==> src/rtl/bus_if_types_pkg.sv <==
// Shared types for the master/slave data bus and the two-requester arbiter.
package bus_if_types_pkg;

  localparam int ADDR_W  = 32;
  localparam int DATA_W  = 32;
  localparam int NUM_REQ = 2;

  // Transfer direction and size carried with every bus request.
  typedef enum logic {
    TT_READ  = 1'b0,
    TT_WRITE = 1'b1
  } ttype_e;

  typedef enum logic [1:0] {
    TS_BYTE = 2'd0,
    TS_HALF = 2'd1,
    TS_WORD = 2'd2
  } tsize_e;

  // Arbiter sequencing: idle, one-cycle downstream issue, wait for completion.
  typedef enum logic [1:0] {
    AIDLE  = 2'd0,
    AISSUE = 2'd1,
    AWAIT  = 2'd2
  } arb_state_e;

  // Requester index: the core port is requester 0, the debug module is 1.
  typedef enum logic {
    REQ_CORE = 1'b0,
    REQ_DM   = 1'b1
  } req_idx_e;

  // Fields captured at bstart and replayed on the shared bus.
  typedef struct packed {
    ttype_e              ttype;
    logic [ADDR_W-1:0]   addr;
    logic [DATA_W-1:0]   wdata;
    tsize_e              tsize;
  } bus_req_t;

  // Round-robin choice: on a tie the requester that was not granted last wins.
  function automatic req_idx_e rr_pick(input logic i_core_v, input logic i_dm_v,
                                       input req_idx_e i_last);
    req_idx_e w_pick;
    if (i_core_v && i_dm_v) begin
      if (i_last == REQ_CORE) w_pick = REQ_DM;
      else                    w_pick = REQ_CORE;
    end else if (i_dm_v) begin
      w_pick = REQ_DM;
    end else begin
      w_pick = REQ_CORE;
    end
    return w_pick;
  endfunction

endpackage

==> src/rtl/master_bus_if.sv <==
// Simple start/done data bus: the master pulses bstart, the slave pulses bdone.
interface master_bus_if;

  logic                                 bstart;
  logic                                 breq;
  bus_if_types_pkg::ttype_e             ttype;
  logic [bus_if_types_pkg::ADDR_W-1:0]  addr;
  logic [bus_if_types_pkg::DATA_W-1:0]  wdata;
  bus_if_types_pkg::tsize_e             tsize;
  logic                                 bdone;
  logic [bus_if_types_pkg::DATA_W-1:0]  rdata;

  modport master (output bstart, breq, ttype, addr, wdata, tsize,
                  input  bdone, rdata);

  modport slave  (input  bstart, breq, ttype, addr, wdata, tsize,
                  output bdone, rdata);

endinterface

==> src/rtl/bus_req_slot.sv <==
// One-deep pending slot for a single requester. A request arriving while the
// arbiter is idle is visible immediately (o_valid/o_req) so it can be granted
// in the same cycle without first landing in the slot.
module bus_req_slot
  import bus_if_types_pkg::*;
(
  input  logic     clk,
  input  logic     rst_n,
  input  logic     i_bstart,
  input  logic     i_breq,
  input  bus_req_t i_req,
  input  logic     i_block,
  input  logic     i_grant,
  output logic     o_valid,
  output bus_req_t o_req
);

  logic     r_pending;
  bus_req_t r_req;
  logic     w_accept;

  // A pending or in-flight requester cannot stack a second request.
  assign w_accept = i_bstart & i_breq & ~r_pending & ~i_block;
  assign o_valid  = r_pending | w_accept;
  assign o_req    = r_pending ? r_req : i_req;

  // Slot storage: a grant consumes the slot (or the request arriving this cycle).
  always_ff @(posedge clk or negedge rst_n) begin
    if (!rst_n) begin
      r_pending <= 1'b0;
      r_req     <= '0;
    end else if (i_grant) begin
      r_pending <= 1'b0;
    end else if (w_accept) begin
      r_pending <= 1'b1;
      r_req     <= i_req;
    end
  end

endmodule

==> src/rtl/dbus_arbiter.sv <==
// Two-requester round-robin arbiter (core, debug module) onto one shared bus,
// with a downstream wait limit that force-completes a hung transaction.
module dbus_arbiter
  import bus_if_types_pkg::*;
#(
  parameter int TIMEOUT_CYCLES = 1024
)
(
  input  logic         clk,
  input  logic         rst_n,
  master_bus_if.slave  core_bus,
  master_bus_if.slave  dm_bus,
  master_bus_if.master mem_bus,
  output logic         bus_timeout,
  output logic         owner
);

  localparam int              CNT_W       = 16;
  localparam logic [CNT_W-1:0] TIMEOUT_VAL = CNT_W'(TIMEOUT_CYCLES);

  arb_state_e         r_state;
  arb_state_e         w_state_next;
  req_idx_e           r_owner;
  req_idx_e           r_last;
  req_idx_e           w_winner;
  bus_req_t           r_issue;
  logic [CNT_W-1:0]   r_wait;

  logic [NUM_REQ-1:0] w_bstart;
  logic [NUM_REQ-1:0] w_breq;
  logic [NUM_REQ-1:0] w_valid;
  logic [NUM_REQ-1:0] w_block;
  logic [NUM_REQ-1:0] w_grant;
  bus_req_t           w_req_in  [NUM_REQ];
  bus_req_t           w_req_sel [NUM_REQ];

  logic               w_busy;
  logic               w_timeout;
  logic               w_done;
  logic               w_start;

  assign w_bstart    = {dm_bus.bstart, core_bus.bstart};
  assign w_breq      = {dm_bus.breq, core_bus.breq};
  assign w_req_in[0] = '{ttype: core_bus.ttype, addr: core_bus.addr,
                         wdata: core_bus.wdata, tsize: core_bus.tsize};
  assign w_req_in[1] = '{ttype: dm_bus.ttype, addr: dm_bus.addr,
                         wdata: dm_bus.wdata, tsize: dm_bus.tsize};

  assign w_busy    = (r_state != AIDLE);
  // A real bdone in the limit cycle wins over the forced completion.
  assign w_timeout = w_busy & ~mem_bus.bdone & (r_wait == TIMEOUT_VAL);
  assign w_done    = w_busy & (mem_bus.bdone | w_timeout);
  assign w_start   = (r_state == AIDLE) & (|w_valid);
  assign w_winner  = rr_pick(w_valid[0], w_valid[1], r_last);

  for (genvar gi = 0; gi < NUM_REQ; gi++) begin : g_slot
    // The owner may re-request in the cycle its own completion is delivered.
    assign w_block[gi] = w_busy & (r_owner == req_idx_e'(gi)) & ~w_done;
    assign w_grant[gi] = w_start & (w_winner == req_idx_e'(gi));

    bus_req_slot u_slot (
      .clk      (clk),
      .rst_n    (rst_n),
      .i_bstart (w_bstart[gi]),
      .i_breq   (w_breq[gi]),
      .i_req    (w_req_in[gi]),
      .i_block  (w_block[gi]),
      .i_grant  (w_grant[gi]),
      .o_valid  (w_valid[gi]),
      .o_req    (w_req_sel[gi])
    );
  end

  // FSM state register.
  always_ff @(posedge clk or negedge rst_n) begin
    if (!rst_n) r_state <= AIDLE;
    else        r_state <= w_state_next;
  end

  // FSM next-state logic.
  always_comb begin
    w_state_next = r_state;
    unique case (r_state)
      AIDLE:   if (w_start) w_state_next = AISSUE;
      AISSUE:  begin
        if (w_done) w_state_next = AIDLE;
        else        w_state_next = AWAIT;
      end
      AWAIT:   if (w_done) w_state_next = AIDLE;
      default: w_state_next = AIDLE;
    endcase
  end

  // FSM outputs: downstream drive from registered fields, completion routed to the owner.
  always_comb begin
    mem_bus.bstart = (r_state == AISSUE);
    mem_bus.breq   = (r_state == AISSUE);
    mem_bus.ttype  = r_issue.ttype;
    mem_bus.addr   = r_issue.addr;
    mem_bus.wdata  = r_issue.wdata;
    mem_bus.tsize  = r_issue.tsize;

    core_bus.bdone = w_done && (r_owner == REQ_CORE);
    core_bus.rdata = (w_done && (r_owner == REQ_CORE) && !w_timeout) ? mem_bus.rdata : '0;
    dm_bus.bdone   = w_done && (r_owner == REQ_DM);
    dm_bus.rdata   = (w_done && (r_owner == REQ_DM) && !w_timeout) ? mem_bus.rdata : '0;

    bus_timeout    = w_timeout;
    owner          = w_busy && (r_owner == REQ_DM);
  end

  // Grant bookkeeping: latch winner, its fields, and the round-robin history.
  always_ff @(posedge clk or negedge rst_n) begin
    if (!rst_n) begin
      r_owner <= REQ_CORE;
      r_last  <= REQ_DM;
      r_issue <= '0;
    end else if (w_start) begin
      r_owner <= w_winner;
      r_last  <= w_winner;
      r_issue <= (w_winner == REQ_DM) ? w_req_sel[1] : w_req_sel[0];
    end
  end

  // Wait counter: zero at issue, counts every busy cycle without completion.
  always_ff @(posedge clk or negedge rst_n) begin
    if (!rst_n) begin
      r_wait <= '0;
    end else if (w_start) begin
      r_wait <= '0;
    end else if (w_busy && !w_done) begin
      r_wait <= r_wait + CNT_W'(1);
    end
  end

endmodule
==> src/flat_wrapper.sv <==
// flat-port wrapper written by rule: the top's interface ports become plain ports
module dbus_arbiter_flat import bus_if_types_pkg::*;
#(
  parameter int TIMEOUT_CYCLES = 1024
)
  (clk, rst_n, bus_timeout, owner, core_bus_bstart, core_bus_breq, core_bus_ttype, core_bus_addr, core_bus_wdata, core_bus_tsize, core_bus_bdone, core_bus_rdata, dm_bus_bstart, dm_bus_breq, dm_bus_ttype, dm_bus_addr, dm_bus_wdata, dm_bus_tsize, dm_bus_bdone, dm_bus_rdata, mem_bus_bstart, mem_bus_breq, mem_bus_ttype, mem_bus_addr, mem_bus_wdata, mem_bus_tsize, mem_bus_bdone, mem_bus_rdata);
  master_bus_if core_bus_i ();
  master_bus_if dm_bus_i ();
  master_bus_if mem_bus_i ();
  input  logic clk;
  input  logic rst_n;
  output logic bus_timeout;
  output logic owner;
  input wire logic [$bits(core_bus_i.bstart)-1:0] core_bus_bstart;
  input wire logic [$bits(core_bus_i.breq)-1:0] core_bus_breq;
  input wire logic [$bits(core_bus_i.ttype)-1:0] core_bus_ttype;
  input wire logic [$bits(core_bus_i.addr)-1:0] core_bus_addr;
  input wire logic [$bits(core_bus_i.wdata)-1:0] core_bus_wdata;
  input wire logic [$bits(core_bus_i.tsize)-1:0] core_bus_tsize;
  output wire logic [$bits(core_bus_i.bdone)-1:0] core_bus_bdone;
  output wire logic [$bits(core_bus_i.rdata)-1:0] core_bus_rdata;
  input wire logic [$bits(dm_bus_i.bstart)-1:0] dm_bus_bstart;
  input wire logic [$bits(dm_bus_i.breq)-1:0] dm_bus_breq;
  input wire logic [$bits(dm_bus_i.ttype)-1:0] dm_bus_ttype;
  input wire logic [$bits(dm_bus_i.addr)-1:0] dm_bus_addr;
  input wire logic [$bits(dm_bus_i.wdata)-1:0] dm_bus_wdata;
  input wire logic [$bits(dm_bus_i.tsize)-1:0] dm_bus_tsize;
  output wire logic [$bits(dm_bus_i.bdone)-1:0] dm_bus_bdone;
  output wire logic [$bits(dm_bus_i.rdata)-1:0] dm_bus_rdata;
  output wire logic [$bits(mem_bus_i.bstart)-1:0] mem_bus_bstart;
  output wire logic [$bits(mem_bus_i.breq)-1:0] mem_bus_breq;
  output wire logic [$bits(mem_bus_i.ttype)-1:0] mem_bus_ttype;
  output wire logic [$bits(mem_bus_i.addr)-1:0] mem_bus_addr;
  output wire logic [$bits(mem_bus_i.wdata)-1:0] mem_bus_wdata;
  output wire logic [$bits(mem_bus_i.tsize)-1:0] mem_bus_tsize;
  input wire logic [$bits(mem_bus_i.bdone)-1:0] mem_bus_bdone;
  input wire logic [$bits(mem_bus_i.rdata)-1:0] mem_bus_rdata;
  assign core_bus_i.bstart = core_bus_bstart;
  assign core_bus_i.breq = core_bus_breq;
  assign core_bus_i.ttype = core_bus_ttype;
  assign core_bus_i.addr = core_bus_addr;
  assign core_bus_i.wdata = core_bus_wdata;
  assign core_bus_i.tsize = core_bus_tsize;
  assign core_bus_bdone = core_bus_i.bdone;
  assign core_bus_rdata = core_bus_i.rdata;
  assign dm_bus_i.bstart = dm_bus_bstart;
  assign dm_bus_i.breq = dm_bus_breq;
  assign dm_bus_i.ttype = dm_bus_ttype;
  assign dm_bus_i.addr = dm_bus_addr;
  assign dm_bus_i.wdata = dm_bus_wdata;
  assign dm_bus_i.tsize = dm_bus_tsize;
  assign dm_bus_bdone = dm_bus_i.bdone;
  assign dm_bus_rdata = dm_bus_i.rdata;
  assign mem_bus_bstart = mem_bus_i.bstart;
  assign mem_bus_breq = mem_bus_i.breq;
  assign mem_bus_ttype = mem_bus_i.ttype;
  assign mem_bus_addr = mem_bus_i.addr;
  assign mem_bus_wdata = mem_bus_i.wdata;
  assign mem_bus_tsize = mem_bus_i.tsize;
  assign mem_bus_i.bdone = mem_bus_bdone;
  assign mem_bus_i.rdata = mem_bus_rdata;
  dbus_arbiter #(.TIMEOUT_CYCLES(TIMEOUT_CYCLES)) u_core (.clk(clk), .rst_n(rst_n), .core_bus(core_bus_i), .dm_bus(dm_bus_i), .mem_bus(mem_bus_i), .bus_timeout(bus_timeout), .owner(owner));
endmodule
==> config.mk <==
export PLATFORM = sky130hd
export DESIGN_NAME = dbus_arbiter_flat
export DESIGN_NICKNAME = d
export VERILOG_FILES = /design/src/rtl/bus_if_types_pkg.sv /design/src/rtl/master_bus_if.sv /design/src/rtl/bus_req_slot.sv /design/src/rtl/dbus_arbiter.sv /design/src/flat_wrapper.sv
export SDC_FILE = /design/constraint.sdc
export NUM_CORES = 1
export LEC_CHECK = 0
export CAP_MARGIN = 30
export CORE_AREA = 2 2 179 181
export CTS_BUF_LIST = sky130_fd_sc_hd__clkbuf_4
export CTS_CLUSTER_SIZE = 28
export DETAILED_ROUTE_END_ITERATION = 8
export DIE_AREA = 0 0 181 183
export GPL_TIMING_DRIVEN = 0
export HOLD_SLACK_MARGIN = 0.08
export PLACE_DENSITY = 0.71
export SYNTH_ARGS = -nofsm -noshare
export SYNTH_HDL_FRONTEND = slang
export SYNTH_SLANG_ARGS = --single-unit
==> constraint.sdc <==
create_clock -name clk -period 4.1 [get_ports clk]
set_input_delay 0.41 -clock clk [delete_from_list [all_inputs] [get_ports clk]]
set_output_delay 0.41 -clock clk [all_outputs]
set_load 0.05 [all_outputs]
==> impl_metrics.xml, run 1 <==
<?xml version="1.0" encoding="UTF-8"?>
<metrics>
  <group name="min_path">
    <metric name="hold_class" unit="">input port to async pin</metric>
  </group>
  <group name="critical_path">
    <metric name="cp.arrival" unit="ns">3.26</metric>
    <metric name="critical_path_required" unit="ns">3.69</metric>
    <metric name="worstSetupPathType" unit="">flop to output pin</metric>
    <metric name="worst-path-buf-inv" unit="">3</metric>
    <metric name="critPathTopFamily" unit="">buffers and inverters</metric>
    <metric name="max_stage_delay" unit="ns">0.91</metric>
    <metric name="cpMaxStageDelayCell" unit="">sky130_fd_sc_hd__clkdlybuf4s50_1</metric>
    <metric name="cp_cell_sequence" unit="">inv_1 &gt; ha_1 &gt; nor4b_2 &gt; and4_1 &gt; clkbuf_1 &gt; nor2_1 &gt; nor3_1 &gt; clkdlybuf4s50_1</metric>
    <metric name="worstPathMaxFanout" unit="">6</metric>
    <metric name="worstSetupEndpointType" unit="">output pin</metric>
    <metric name="critical_path.startpoint_type" unit="">flop</metric>
  </group>
  <group name="placement">
    <metric name="port_buffers" unit="">309</metric>
    <metric name="dp_hpwl" unit="um">23290</metric>
    <metric name="placed_cells" unit="">1572</metric>
    <metric name="place_congestion" unit="">0.7959</metric>
  </group>
  <group name="pwr">
    <metric name="power_per_cell_area" unit="nW/um2">783.0</metric>
    <metric name="sequentialPowerShare" unit="">0.321</metric>
    <metric name="p_comb_frac" unit="">0.501</metric>
    <metric name="leakage" unit="nW">6.498</metric>
    <metric name="net_switching_share_of_the_total_power" unit="">0.4259</metric>
    <metric name="power.internal" unit="mW">6.839</metric>
    <metric name="power.net_switching" unit="mW">5.074</metric>
    <metric name="clockPowerShare" unit="">0.178</metric>
    <metric name="worst_ir_drop_vdd" unit="uV">374.2</metric>
  </group>
  <group name="cells_and_area">
    <metric name="fin_cells" unit="">1689</metric>
    <metric name="area_of_all_sequential_standard_cells" unit="um2">5582</metric>
    <metric name="utilization" unit="">0.4871</metric>
    <metric name="mostFrequentLayoutCell" unit="">sky130_fd_sc_hd__clkdlybuf4s50_1</metric>
    <metric name="num-nets-final" unit="">1415</metric>
    <metric name="layout-drive-gt1-share" unit="">0.1839</metric>
    <metric name="area.growth.synth_to_final" unit="%">41.60</metric>
    <metric name="layout_common_cells" unit="">sky130_fd_sc_hd__clkdlybuf4s50_1, sky130_fd_sc_hd__dfrtp_1, sky130_fd_sc_hd__mux2i_1, sky130_fd_sc_hd__clkbuf_4, sky130_fd_sc_hd__nand2_1</metric>
    <metric name="layout.filler_cells" unit="">2895</metric>
    <metric name="multi_input_comb_area" unit="um2">4837</metric>
  </group>
  <group name="grt">
    <metric name="number_of_antenna_violations_at_the_first_check_in_global_routing" unit="">8</metric>
    <metric name="global_route.usage.total" unit="">0.1954</metric>
    <metric name="via_count_of_the_first_global_routing_pass" unit="">8925</metric>
    <metric name="global_route_wire_length_before_repair" unit="um">50240</metric>
    <metric name="grt_max_degree" unit="">115</metric>
    <metric name="grt_remaining_overflow" unit="">0</metric>
  </group>
  <group name="floorplanning">
    <metric name="die_height" unit="um">183</metric>
    <metric name="design.die.area" unit="um2">33120</metric>
    <metric name="die-width" unit="um">181</metric>
    <metric name="rows" unit="">65</metric>
    <metric name="area_of_the_core_region" unit="um2">31230</metric>
    <metric name="ios" unit="">310</metric>
    <metric name="floorplan.initialDensity" unit="">0.3440</metric>
  </group>
  <group name="synth">
    <metric name="syn_avg_cell_area" unit="um2">12.49</metric>
    <metric name="syn-cell-area" unit="um2">10740</metric>
    <metric name="netlist_instances" unit="">860</metric>
    <metric name="yosys_warnings" unit="">0</metric>
    <metric name="synth.distinct_cells" unit="">44</metric>
    <metric name="post_synth_edffs" unit="">0</metric>
    <metric name="synth-async-reset-ratio" unit="">1.000</metric>
    <metric name="synth_nets" unit="">1035</metric>
    <metric name="synth-seq-area-share" unit="">0.5195</metric>
    <metric name="synth.ff_latch_count" unit="">223</metric>
    <metric name="postSynth.topFlopCell" unit="">sky130_fd_sc_hd__dfrtp_1</metric>
  </group>
  <group name="clock_tree">
    <metric name="cts_setup_buffers" unit="">0</metric>
    <metric name="clock_root_buffer" unit="">sky130_fd_sc_hd__clkbuf_4</metric>
    <metric name="clkSinkCount" unit="">223</metric>
    <metric name="tritoncts" unit="">yes</metric>
    <metric name="insertion_delay" unit="ns">0.66</metric>
    <metric name="htree_levels" unit="">3</metric>
    <metric name="cts.clk_slew.worst_paths" unit="ns">0.06</metric>
    <metric name="cts_made_buffers" unit="">67</metric>
    <metric name="cts_max_path_buffers" unit="">3</metric>
  </group>
  <group name="timing">
    <metric name="fmax" unit="GHz">0.2722</metric>
    <metric name="finalWorstPathRequiredPeriod" unit="ns">3.674</metric>
    <metric name="slew-limit-headroom" unit="">0.3976</metric>
    <metric name="post-route-period-util" unit="">0.8961</metric>
    <metric name="final_hold_viol_count" unit="">0</metric>
    <metric name="fin_skew" unit="ns">0.04837</metric>
    <metric name="fin_hold_ws" unit="ns">0.3668</metric>
    <metric name="setup_repair_after_global_routing_missed_its_margin" unit="">false</metric>
    <metric name="setup-violations-final" unit="">0</metric>
    <metric name="finalSetupTns" unit="ns">0</metric>
    <metric name="finalMaxSlewViolations" unit="">0</metric>
    <metric name="tightest_slew" unit="ns">0.9036</metric>
  </group>
  <group name="detailed_routing">
    <metric name="antenna_left" unit="">0</metric>
    <metric name="route.detailed.drc" unit="">0</metric>
    <metric name="route.detailed.wl_per_inst" unit="um">19.24</metric>
    <metric name="number_of_violations_reported_at_the_end_of_detailed_routing_iteration_0" unit="">425</metric>
    <metric name="drt_pass1_iterations" unit="">6</metric>
    <metric name="finalWirelength" unit="um">32490</metric>
    <metric name="via_per_inst" unit="">5.045</metric>
    <metric name="route.vias.total" unit="">8521</metric>
  </group>
  <group name="run">
    <metric name="maxCapViolCount" unit="">0</metric>
  </group>
  <group name="outcome">
    <metric name="status" unit="">finished, final reports clean</metric>
  </group>
</metrics>
worst paths after layout:
check | from | to | cells after the start | slack (ns)
max | u_core.r_wait[0]$_DFFE_PN0P_ | core_bus_bdone | 8 | 0.43
min | rst_n | u_core.g_slot[0].u_slot.r_req[64]$_DFFE_PN0P_ | 2 | 0.37
max reg2reg | u_core.g_slot[0].u_slot.r_pending$_DFFE_PN0P_ | u_core.mem_bus.wdata[27]$_DFFE_PN0N_ | 7 | 1.19
min reg2reg | u_core.r_last$_DFFE_PN1N_ | u_core.r_last$_DFFE_PN1N_ | 2 | 0.48
max in group asynchronous | rst_n | u_core.r_state[1]$_DFFE_PN0P_ | 3 | 2.66
min in group clk | core_bus_addr[7] | u_core.g_slot[0].u_slot.r_req[41]$_DFFE_PN0P_ | 2 | 0.38
metal layers:
metal	track usage	part of all wire
met1	0.2277	0.40
met2	0.3343	0.49
met3	0.06017	0.075
met4	0.08358	0.031
met5	0	0.00028
layout make-up:
| type | instances | area share |
|---|---|---|
| multi-input cells | 569 | 0.3180 |
| repair buffers | 311 | 0.2061 |
| flip-flops and latches | 223 | 0.3669 |
| inverters | 7 | 0.001727 |
| clock buffers | 96 | 0.04737 |
| well taps | 402 | 0.03306 |
| diodes | 4 | 0.0006580 |
| clock inverters | 16 | 0.006580 |
| plain buffers | 61 | 0.01966 |
cells by family (layout without fill, tap and decap cells):
kind of cell	Yosys count	after routing	share of synthesized area
and+or+nand+nor	203	203	0.09654
adders and majority gates	2	2	0.002329
DFF	223	223	0.5195
AOI/OAI and AO/OA	84	84	0.06533
buffers and inverters	68	491	0.03028
other	0	4	0
muxes	272	272	0.2795
xor gates and xnor gates	8	8	0.006522
repair_timing:
item,4_1_cts,5_1_grt
gates resized for setup,0,0
hold buffers,1,0
hold endpoints to repair,109,0
registers in the layout (all words and copies together) (netlist names):
signal,count
u_core.r_state,2
u_core.r_wait,16
u_core.mem_bus.wdata,32
u_core.mem_bus.tsize,2
u_core.mem_bus.addr,32
u_core.mem_bus.ttype,1
u_core.g_slot.u_slot.r_req,134
u_core.r_owner,1
u_core.r_last,1
u_core.g_slot.u_slot.r_pending,2
through the flow:
step                      power (mW)  worst slack [ns]  instance area (um2)
after detailed placement       9.864            0.9207                14370
after global routing           12.66            0.2274                15210
after floorplan                7.839             1.364                10740
after global placement         9.740            -7.168                14340
final                          11.91            0.4258                15210
after CTS                      12.06            0.3472                15200
power groups by stage:
stage          Clock [mW]  Sequential, mW  Combinational, mW
2_1_floorplan           0            4.77               3.07
3_3_place_gp            0            3.81               5.93
3_5_place_dp            0            3.84               6.02
4_1_cts              2.20            3.82               6.04
5_1_grt              2.34            3.94               6.38
6_report             2.12            3.83               5.97
synth_stat cells (6+ instances only):
master / n / area share
sky130_fd_sc_hd__inv_1: 7 / 0.0024
sky130_fd_sc_hd__and2_1: 65 / 0.038
sky130_fd_sc_hd__nor3_1: 7 / 0.0033
sky130_fd_sc_hd__nand2_1: 84 / 0.029
sky130_fd_sc_hd__and3_1: 6 / 0.0035
sky130_fd_sc_hd__mux2_1: 30 / 0.031
sky130_fd_sc_hd__nor2_1: 16 / 0.0056
sky130_fd_sc_hd__nand3_1: 9 / 0.0042
sky130_fd_sc_hd__dfrtp_1: 222 / 0.52
sky130_fd_sc_hd__clkbuf_1: 34 / 0.012
sky130_fd_sc_hd__mux2i_1: 138 / 0.13
sky130_fd_sc_hd__mux2_4: 30 / 0.042
sky130_fd_sc_hd__buf_1: 10 / 0.0035
sky130_fd_sc_hd__buf_6: 7 / 0.0073
sky130_fd_sc_hd__mux2_2: 74 / 0.078
sky130_fd_sc_hd__o221ai_1: 67 / 0.055
sky130_fd_sc_hd__buf_2: 8 / 0.0037
Power figures use the tool's default switching activity.
==> run 2: changes to the inputs <==
--- a/config.mk
+++ b/config.mk
@@ -6,14 +6,15 @@
 export NUM_CORES = 1
 export LEC_CHECK = 0
 export CAP_MARGIN = 30
-export CORE_AREA = 2 2 179 181
+export CORE_AREA = 2 2 182 184
 export CTS_BUF_LIST = sky130_fd_sc_hd__clkbuf_4
 export CTS_CLUSTER_SIZE = 28
 export DETAILED_ROUTE_END_ITERATION = 8
-export DIE_AREA = 0 0 181 183
+export DIE_AREA = 0 0 184 186
 export GPL_TIMING_DRIVEN = 0
 export HOLD_SLACK_MARGIN = 0.08
-export PLACE_DENSITY = 0.71
+export PLACE_DENSITY = 0.7
 export SYNTH_ARGS = -nofsm -noshare
 export SYNTH_HDL_FRONTEND = slang
+export SYNTH_HIERARCHICAL = 1
 export SYNTH_SLANG_ARGS = --single-unit
==> run 2 against run 1 <==
Effect of this change: die area rose by 3.3%; critical endpoint is now u_core/g_slot[0].u_slot/r_req[42]$_DFFE_PN0P_; sequential share of layout area decreased by 1.1 points; maximum frequency shrank 3.1%; clock skew is 0.0034 ns higher.
==> impl_metrics.xml, run 2 <==
<?xml version="1.0" encoding="UTF-8"?>
<metrics>
  <group name="clock_tree">
    <metric name="clock_root_buffer" unit="">sky130_fd_sc_hd__clkbuf_4</metric>
    <metric name="cts_setup_buffers" unit="">0</metric>
    <metric name="clkSinkCount" unit="">223</metric>
    <metric name="cts.clk_slew.worst_paths" unit="ns">0.07</metric>
    <metric name="htree_levels" unit="">3</metric>
    <metric name="tritoncts" unit="">yes</metric>
    <metric name="insertion_delay" unit="ns">0.68</metric>
    <metric name="cts_made_buffers" unit="">67</metric>
    <metric name="cts_max_path_buffers" unit="">3</metric>
  </group>
  <group name="placement">
    <metric name="dp_hpwl" unit="um">23110</metric>
    <metric name="port_buffers" unit="">309</metric>
    <metric name="place_congestion" unit="">0.8044</metric>
  </group>
  <group name="cells_and_area">
    <metric name="mostFrequentLayoutCell" unit="">sky130_fd_sc_hd__clkdlybuf4s50_1</metric>
    <metric name="layout_common_cells" unit="">sky130_fd_sc_hd__clkdlybuf4s50_1, sky130_fd_sc_hd__dfrtp_1, sky130_fd_sc_hd__mux2_2, sky130_fd_sc_hd__clkbuf_4, sky130_fd_sc_hd__inv_1</metric>
    <metric name="multi_input_comb_area" unit="um2">4976</metric>
    <metric name="largest_register_ff_count" unit="">134</metric>
    <metric name="num-nets-final" unit="">1412</metric>
    <metric name="utilization" unit="">0.4864</metric>
    <metric name="area_of_all_sequential_standard_cells" unit="um2">5582</metric>
    <metric name="layout.filler_cells" unit="">2918</metric>
    <metric name="area.growth.synth_to_final" unit="%">40.47</metric>
    <metric name="layout-drive-gt1-share" unit="">0.3201</metric>
    <metric name="top_register" unit="">u_core/g_slot.u_slot/r_req</metric>
  </group>
  <group name="grt">
    <metric name="global_route_wire_length_before_repair" unit="um">50290</metric>
    <metric name="via_count_of_the_first_global_routing_pass" unit="">8890</metric>
    <metric name="grt_remaining_overflow" unit="">0</metric>
    <metric name="grt_max_degree" unit="">119</metric>
    <metric name="number_of_antenna_violations_at_the_first_check_in_global_routing" unit="">1</metric>
    <metric name="global_route.usage.total" unit="">0.1920</metric>
  </group>
  <group name="floorplanning">
    <metric name="die_height" unit="um">186</metric>
    <metric name="area_of_the_core_region" unit="um2">32210</metric>
    <metric name="die-width" unit="um">184</metric>
    <metric name="rows" unit="">66</metric>
    <metric name="design.die.area" unit="um2">34220</metric>
    <metric name="floorplan.initialDensity" unit="">0.3462</metric>
    <metric name="ios" unit="">310</metric>
  </group>
  <group name="detailed_routing">
    <metric name="route.detailed.drc" unit="">0</metric>
    <metric name="finalWirelength" unit="um">33160</metric>
    <metric name="antenna_left" unit="">0</metric>
    <metric name="drt_pass1_iterations" unit="">7</metric>
    <metric name="number_of_violations_reported_at_the_end_of_detailed_routing_iteration_0" unit="">608</metric>
    <metric name="route.vias.total" unit="">8510</metric>
    <metric name="route.detailed.wl_per_inst" unit="um">19.58</metric>
    <metric name="via_per_inst" unit="">5.024</metric>
  </group>
  <group name="timing">
    <metric name="finalMaxSlewViolations" unit="">0</metric>
    <metric name="final_hold_viol_count" unit="">0</metric>
    <metric name="setup_repair_after_global_routing_missed_its_margin" unit="">false</metric>
    <metric name="fmax" unit="GHz">0.2638</metric>
    <metric name="fin_skew" unit="ns">0.05178</metric>
    <metric name="setup-violations-final" unit="">0</metric>
    <metric name="post-route-period-util" unit="">0.9245</metric>
    <metric name="tightest_slew" unit="ns">0.8312</metric>
    <metric name="finalWorstPathRequiredPeriod" unit="ns">3.791</metric>
    <metric name="slew-limit-headroom" unit="">0.4459</metric>
  </group>
  <group name="synth">
    <metric name="synth_commonest_cells" unit="">sky130_fd_sc_hd__dfrtp_1, sky130_fd_sc_hd__mux2_2, sky130_fd_sc_hd__inv_1, sky130_fd_sc_hd__a222oi_1, sky130_fd_sc_hd__and2_1</metric>
    <metric name="netlist_instances" unit="">862</metric>
    <metric name="synth.distinct_cells" unit="">45</metric>
    <metric name="post_synth_edffs" unit="">0</metric>
    <metric name="syn_avg_cell_area" unit="um2">12.94</metric>
    <metric name="synth_nets" unit="">1037</metric>
    <metric name="yosysTopAreaCell" unit="">sky130_fd_sc_hd__dfrtp_1</metric>
    <metric name="yosys_warnings" unit="">6</metric>
    <metric name="yosys.cell_count.top_type" unit="">sky130_fd_sc_hd__dfrtp_1</metric>
    <metric name="synth-seq-area-share" unit="">0.5006</metric>
    <metric name="synth.ff_latch_count" unit="">223</metric>
    <metric name="postSynth.topFlopCell" unit="">sky130_fd_sc_hd__dfrtp_1</metric>
    <metric name="synth_largest_type_area_fraction" unit="">0.4982</metric>
    <metric name="syn-cell-area" unit="um2">11150</metric>
    <metric name="post_synth_main_area_contributors" unit="">sky130_fd_sc_hd__dfrtp_1, sky130_fd_sc_hd__mux2_2, sky130_fd_sc_hd__mux2_4</metric>
    <metric name="synth-async-reset-ratio" unit="">1.000</metric>
  </group>
  <group name="pwr">
    <metric name="worst_ir_drop_vdd" unit="uV">463.3</metric>
    <metric name="power.net_switching" unit="mW">5.236</metric>
    <metric name="total_power" unit="mW">12.76</metric>
    <metric name="p_comb_frac" unit="">0.528</metric>
    <metric name="power_per_cell_area" unit="nW/um2">814.6</metric>
    <metric name="sequentialPowerShare" unit="">0.298</metric>
    <metric name="clockPowerShare" unit="">0.175</metric>
    <metric name="net_switching_share_of_the_total_power" unit="">0.4104</metric>
    <metric name="power.internal" unit="mW">7.523</metric>
    <metric name="leakage" unit="nW">7.076</metric>
  </group>
  <group name="critical_path">
    <metric name="worstSetupEndpointType" unit="">flop</metric>
    <metric name="worstSetupPathType" unit="">flop to flop</metric>
    <metric name="critical_path.startpoint_type" unit="">flop</metric>
    <metric name="critical_path_required" unit="ns">4.62</metric>
    <metric name="r2r_cells" unit="">15</metric>
    <metric name="cp.arrival" unit="ns">4.31</metric>
    <metric name="worstPathMaxFanout" unit="">11</metric>
  </group>
  <group name="outcome">
    <metric name="status" unit="">finished, final reports clean</metric>
  </group>
  <group name="min_path">
    <metric name="hold_class" unit="">input port to async pin</metric>
  </group>
  <group name="run">
    <metric name="maxCapViolCount" unit="">0</metric>
  </group>
</metrics>
## run 2: power groups by stage
stage	clock (mW)	combinational [mW]	sequential (mW)
floorplan	0	3.73	4.73
global placement	0	6.66	3.78
detailed placement	0	6.77	3.81
CTS	2.33	6.80	3.79
global route	2.45	7.18	3.92
finish	2.23	6.73	3.80
## run 2: metal layers
layer	global-route usage	wire length [um]	vias to the layer above
met5	0	0	-
met4	0.07008	800	0
met3	0.05635	2380	63
met2	0.3060	15770	283
met1	0.2479	14210	4229
li1	-	-	3935
## run 2: worst paths after layout
kind	end	from	slack, ns
worst max-delay path	u_core/g_slot[0].u_slot/r_req[42]$_DFFE_PN0P_	u_core/r_wait[0]$_DFFE_PN0P_	0.31
worst min-delay path	u_core/g_slot[0].u_slot/r_req[5]$_DFFE_PN0P_	rst_n	0.35
min in group clk	u_core/g_slot[0].u_slot/r_req[13]$_DFFE_PN0P_	core_bus_wdata[11]	0.37
worst min register to register	u_core/g_slot[1].u_slot/r_req[9]$_DFFE_PN0P_	u_core/g_slot[1].u_slot/r_req[9]$_DFFE_PN0P_	0.50
worst max register to register	u_core/g_slot[0].u_slot/r_req[42]$_DFFE_PN0P_	u_core/r_wait[0]$_DFFE_PN0P_	0.31
max in group asynchronous	u_core/r_wait[5]$_DFFE_PN0P_	rst_n	2.63
## run 2: cell families (layout without fill, tap and decap cells)
logic type	Yosys count	after routing	synth area share
other cells	0	2	0
compound gates	86	86	0.07136
flops	223	223	0.5006
fa+ha+maj	2	2	0.002244
xor+xnor	6	6	0.004713
simple gates	135	135	0.07260
mux	272	272	0.2945
buf+inv	138	560	0.05397
## run 2: critical path: stages (launching register included)
cell and delay, ns:
sky130_fd_sc_hd__dfrtp_1 0.45, sky130_fd_sc_hd__inv_1 0.09, sky130_fd_sc_hd__ha_1 0.14, sky130_fd_sc_hd__nor4b_2 0.25
sky130_fd_sc_hd__and4_2 0.37, sky130_fd_sc_hd__a21o_1 0.15, sky130_fd_sc_hd__nor2_1 0.07, sky130_fd_sc_hd__nand3b_1 0.23
sky130_fd_sc_hd__nand2b_1 0.17, sky130_fd_sc_hd__nand2b_1 0.06, sky130_fd_sc_hd__and3_1 0.25, sky130_fd_sc_hd__clkbuf_4 0.24
sky130_fd_sc_hd__or3_1 0.47, sky130_fd_sc_hd__buf_6 0.21, sky130_fd_sc_hd__buf_6 0.17, sky130_fd_sc_hd__mux2_4 0.31
## run 2: area by class of cell
class	count	area share
sequential	223	0.3563
multi-input combinational	501	0.3177
timing repair buffer	311	0.2002
clock buffer	101	0.04841
tap	408	0.03259
buffer	61	0.02021
inverter	72	0.01725
clock inverter	15	0.007029
antenna	2	0.0003195
## run 2: through the flow
step | area [um2] | TNS [ns] | hold WS, ns | std cells | worst slack (ns)
after detailed placement | 14790 | -102.44 | 0.4867 | 1580 | -0.9270
after floorplan | 11150 | 0 | 0.1144 | 862 | 0.6590
after global placement | 14750 | -1708.79 | 0.4809 | 1579 | -7.248
final | 15660 | 0 | 0.3514 | 1694 | 0.3094
after CTS | 15670 | 0 | 0.2970 | 1695 | 0.007462
after global routing | 15660 | 0 | 0.3280 | 1694 | 0.04524
## run 2: what timing repair did
item,CTS,global route
endpoints found under the setup margin,134,120
hold buffers,1,0
hold endpoints to repair,105,0
resized for setup,5,1
==> run 3: changes to the inputs <==
--- a/config.mk
+++ b/config.mk
@@ -6,14 +6,15 @@
 export NUM_CORES = 1
 export LEC_CHECK = 0
 export CAP_MARGIN = 30
+export CELL_PAD_IN_SITES_DETAIL_PLACEMENT = 0
+export CELL_PAD_IN_SITES_GLOBAL_PLACEMENT = 1
 export CORE_AREA = 2 2 182 184
-export CTS_BUF_LIST = sky130_fd_sc_hd__clkbuf_4
 export CTS_CLUSTER_SIZE = 28
 export DETAILED_ROUTE_END_ITERATION = 8
 export DIE_AREA = 0 0 184 186
 export GPL_TIMING_DRIVEN = 0
 export HOLD_SLACK_MARGIN = 0.08
-export PLACE_DENSITY = 0.7
+export PLACE_DENSITY = 0.83
 export SYNTH_ARGS = -nofsm -noshare
 export SYNTH_HDL_FRONTEND = slang
 export SYNTH_HIERARCHICAL = 1
==> constraint.sdc (replaced) <==
create_clock -name clk -period 4.1 [get_ports clk]
set_input_delay 1.23 -clock clk [delete_from_list [all_inputs] [get_ports clk]]
set_output_delay 1.23 -clock clk [all_outputs]
set_load 0.05 [all_outputs]
==> run 3 against run 2 <==
Effect of this change: via count down 2.9%; first-iteration DRC count down 5.8%; final area up 0.99%; worst hold slack better by 0.15 ns; largest power group unchanged.
==> impl_metrics.xml, run 3 (synthesized netlist as in run 2, its figures left out) <==
<?xml version="1.0" encoding="UTF-8"?>
<metrics>
  <group name="timing">
    <metric name="tightest_slew" unit="ns">0.8852</metric>
    <metric name="fin_skew" unit="ns">0.02512</metric>
    <metric name="slew-limit-headroom" unit="">0.4098</metric>
    <metric name="finalWorstPathRequiredPeriod" unit="ns">4.013</metric>
    <metric name="finalMaxSlewViolations" unit="">0</metric>
    <metric name="fmax" unit="GHz">0.2492</metric>
    <metric name="setup-violations-final" unit="">0</metric>
    <metric name="final_hold_viol_count" unit="">0</metric>
    <metric name="post-route-period-util" unit="">0.9789</metric>
  </group>
  <group name="floorplanning">
    <metric name="die_height" unit="um">186</metric>
    <metric name="design.die.area" unit="um2">34220</metric>
    <metric name="die-width" unit="um">184</metric>
    <metric name="ios" unit="">310</metric>
    <metric name="area_of_the_core_region" unit="um2">32210</metric>
    <metric name="floorplan.initialDensity" unit="">0.3462</metric>
    <metric name="rows" unit="">66</metric>
  </group>
  <group name="clock_tree">
    <metric name="cts.clk_slew.worst_paths" unit="ns">0.06</metric>
    <metric name="clkSinkCount" unit="">223</metric>
    <metric name="clock_root_buffer" unit="">sky130_fd_sc_hd__clkbuf_16</metric>
    <metric name="cts_max_path_buffers" unit="">3</metric>
    <metric name="insertion_delay" unit="ns">0.54</metric>
    <metric name="cts_made_buffers" unit="">26</metric>
    <metric name="tritoncts" unit="">yes</metric>
    <metric name="htree_levels" unit="">1</metric>
  </group>
  <group name="min_path">
    <metric name="whs_endpoint" unit="">u_core/g_slot[1].u_slot/r_req[4]$_DFFE_PN0P_</metric>
    <metric name="holdCritStartpoint" unit="">u_core/g_slot[1].u_slot/r_req[4]$_DFFE_PN0P_</metric>
    <metric name="worst_hold_path.num_cells" unit="">1</metric>
    <metric name="hold_class" unit="">flop to flop</metric>
  </group>
  <group name="cells_and_area">
    <metric name="fin_cells" unit="">1632</metric>
    <metric name="layout-drive-gt1-share" unit="">0.3508</metric>
    <metric name="largest_register_ff_count" unit="">134</metric>
    <metric name="layout.filler_cells" unit="">2882</metric>
    <metric name="num-nets-final" unit="">1379</metric>
    <metric name="design_area" unit="um2">15820</metric>
    <metric name="mostFrequentLayoutCell" unit="">sky130_fd_sc_hd__clkdlybuf4s50_1</metric>
    <metric name="top_register" unit="">u_core/g_slot.u_slot/r_req</metric>
    <metric name="area.growth.synth_to_final" unit="%">41.86</metric>
    <metric name="layout_common_cells" unit="">sky130_fd_sc_hd__clkdlybuf4s50_1, sky130_fd_sc_hd__dfrtp_1, sky130_fd_sc_hd__mux2_2, sky130_fd_sc_hd__inv_1, sky130_fd_sc_hd__a222oi_1</metric>
  </group>
  <group name="grt">
    <metric name="global_route.usage.total" unit="">0.1850</metric>
    <metric name="global_route_wire_length_before_repair" unit="um">49610</metric>
    <metric name="number_of_antenna_violations_at_the_first_check_in_global_routing" unit="">1</metric>
    <metric name="via_count_of_the_first_global_routing_pass" unit="">8376</metric>
    <metric name="grt_remaining_overflow" unit="">0</metric>
    <metric name="grt_max_degree" unit="">118</metric>
  </group>
  <group name="critical_path">
    <metric name="max_stage_delay" unit="ns">0.42</metric>
    <metric name="r2r_cells" unit="">16</metric>
    <metric name="cp.arrival" unit="ns">4.42</metric>
    <metric name="rr_endpoint" unit="">u_core/g_slot[1].u_slot/r_req[46]$_DFFE_PN0P_</metric>
    <metric name="cp_cell_sequence" unit="">dlygate4sd2_1 &gt; nor4b_2 &gt; and4_1 &gt; clkbuf_4 &gt; a21o_1 &gt; nor3_1 &gt; nand3b_1 &gt; nand2b_1 &gt; nand2_1 &gt; and3_4 &gt; clkbuf_8 &gt; or3_4 &gt; buf_8 &gt; buf_6 &gt; mux2_4</metric>
    <metric name="worstSetupEndpointType" unit="">flop</metric>
    <metric name="critical_path_required" unit="ns">4.51</metric>
    <metric name="timing.rr.start" unit="">u_core/r_wait[0]$_DFFE_PN0P_</metric>
    <metric name="worstSetupPathType" unit="">input port to flop</metric>
    <metric name="critical_path.startpoint_type" unit="">input port</metric>
    <metric name="cpMaxStageDelayCell" unit="">sky130_fd_sc_hd__or3_4</metric>
    <metric name="critPathTopFamily" unit="">simple AND/OR/NAND/NOR gates</metric>
    <metric name="worstPathMaxFanout" unit="">11</metric>
    <metric name="setup.worst_path.start" unit="">mem_bus_bdone</metric>
    <metric name="timing.reg2reg.setup_slack" unit="ns">0.31</metric>
    <metric name="worst-path-buf-inv" unit="">5</metric>
  </group>
  <group name="placement">
    <metric name="dpl_cell_area" unit="um2">14790</metric>
    <metric name="placed_cells" unit="">1580</metric>
    <metric name="port_buffers" unit="">309</metric>
    <metric name="place_congestion" unit="">0.7750</metric>
    <metric name="dp_hpwl" unit="um">22700</metric>
  </group>
  <group name="detailed_routing">
    <metric name="route.detailed.drc" unit="">0</metric>
    <metric name="number_of_violations_reported_at_the_end_of_detailed_routing_iteration_0" unit="">573</metric>
    <metric name="antenna_left" unit="">0</metric>
    <metric name="drt_pass1_iterations" unit="">8</metric>
    <metric name="route.detailed.wl_per_inst" unit="um">19.75</metric>
    <metric name="route.vias.total" unit="">8261</metric>
    <metric name="via_per_inst" unit="">5.062</metric>
    <metric name="finalWirelength" unit="um">32230</metric>
  </group>
  <group name="pwr">
    <metric name="power_per_cell_area" unit="nW/um2">819.2</metric>
    <metric name="worst_ir_drop_vdd" unit="uV">434.0</metric>
    <metric name="leakage" unit="nW">7.153</metric>
  </group>
  <group name="outcome">
    <metric name="status" unit="">finished, final reports clean</metric>
  </group>
  <group name="run">
    <metric name="maxCapViolCount" unit="">0</metric>
  </group>
</metrics>
run 3: cell types whose count changed in the layout (fill, tap and decap cells not counted), moves of 9 or more:
cell / before / now
sky130_fd_sc_hd__clkbuf_16: 0 / 26
sky130_fd_sc_hd__clkbuf_4: 102 / 1
sky130_fd_sc_hd__clkdlybuf4s15_2: 0 / 52
sky130_fd_sc_hd__clkinv_1: 9 / 0
sky130_fd_sc_hd__clkbuf_2: 2 / 17
sky130_fd_sc_hd__clkdlybuf4s50_1: 308 / 240
run 3: repair_timing:
item                                    CTS  global route
gates resized for setup                 194            31
endpoints found under the hold margin     0             0
pin swaps                                 0             1
cloned                                    0             0
endpoints found under the setup margin  220           114
hold buffers                              0             0
buffers inserted                          4             4
run 3: how the worst max path moves through the flow:
stage | to | slack [ns] | cells past startpoint
after CTS | dm_bus_rdata[31] | -0.007 | 4
after detailed placement | u_core/g_slot[1].u_slot/r_req[29]$_DFFE_PN0P_ | -1.67 | 16
after global routing | u_core/g_slot[1].u_slot/r_req[46]$_DFFE_PN0P_ | -0.07 | 15
after global placement | u_core/mem_bus.addr[15]$_DFFE_PN0P_ | -8.10 | 1
after floorplan | u_core/g_slot[1].u_slot/r_req[24]$_DFFE_PN0P_ | 0.03 | 16
final | u_core/g_slot[1].u_slot/r_req[46]$_DFFE_PN0P_ | 0.09 | 15
run 3: stage by stage:
| step | hold WS [ns] | worst slack (ns) | setup TNS [ns] | total power, mW | util |
|---|---|---|---|---|---|
| floorplan | 0.4736 | 0.02936 | 0 | 8.456 | - |
| global placement | 0.4809 | -8.102 | -2085.63 | 10.43 | 0.4583 |
| detailed placement | 0.4873 | -1.672 | -290.82 | 10.56 | 0.4593 |
| CTS | 0.5018 | -0.006578 | -0.006578 | 13.07 | 0.4907 |
| global route | 0.5093 | -0.07296 | -1.738 | 13.71 | 0.4912 |
| finish | 0.4994 | 0.08671 | 0 | 12.96 | 0.4912 |
run 3: area by class of cell:
class,count,area (um2),area share
buffer,62,351.6,0.02223
tap,408,510.5,0.03227
sequential,223,5582,0.3528
inverter,72,270.3,0.01708
timing repair buffer,318,3197,0.2021
antenna,1,2.502,0.0001582
clock inverter,12,175.2,0.01107
multi-input combinational,501,5006,0.3165
clock buffer,35,724.4,0.04580
run 3: power by group:
group	switching [mW]	total, mW	internal [mW]	leakage [nW]
registers	0.539	3.79	3.25	2.73
clock network	0.935	2.42	1.49	0.446
logic	3.70	6.74	3.04	3.98
run 3: metal layers:
layer	vias to the layer above	track usage	share of wire
li1	3827	-	-
met2	224	0.2927	0.47
met4	0	0.04576	0.022
met3	43	0.04500	0.066
met1	4167	0.2549	0.44
met5	-	0	0
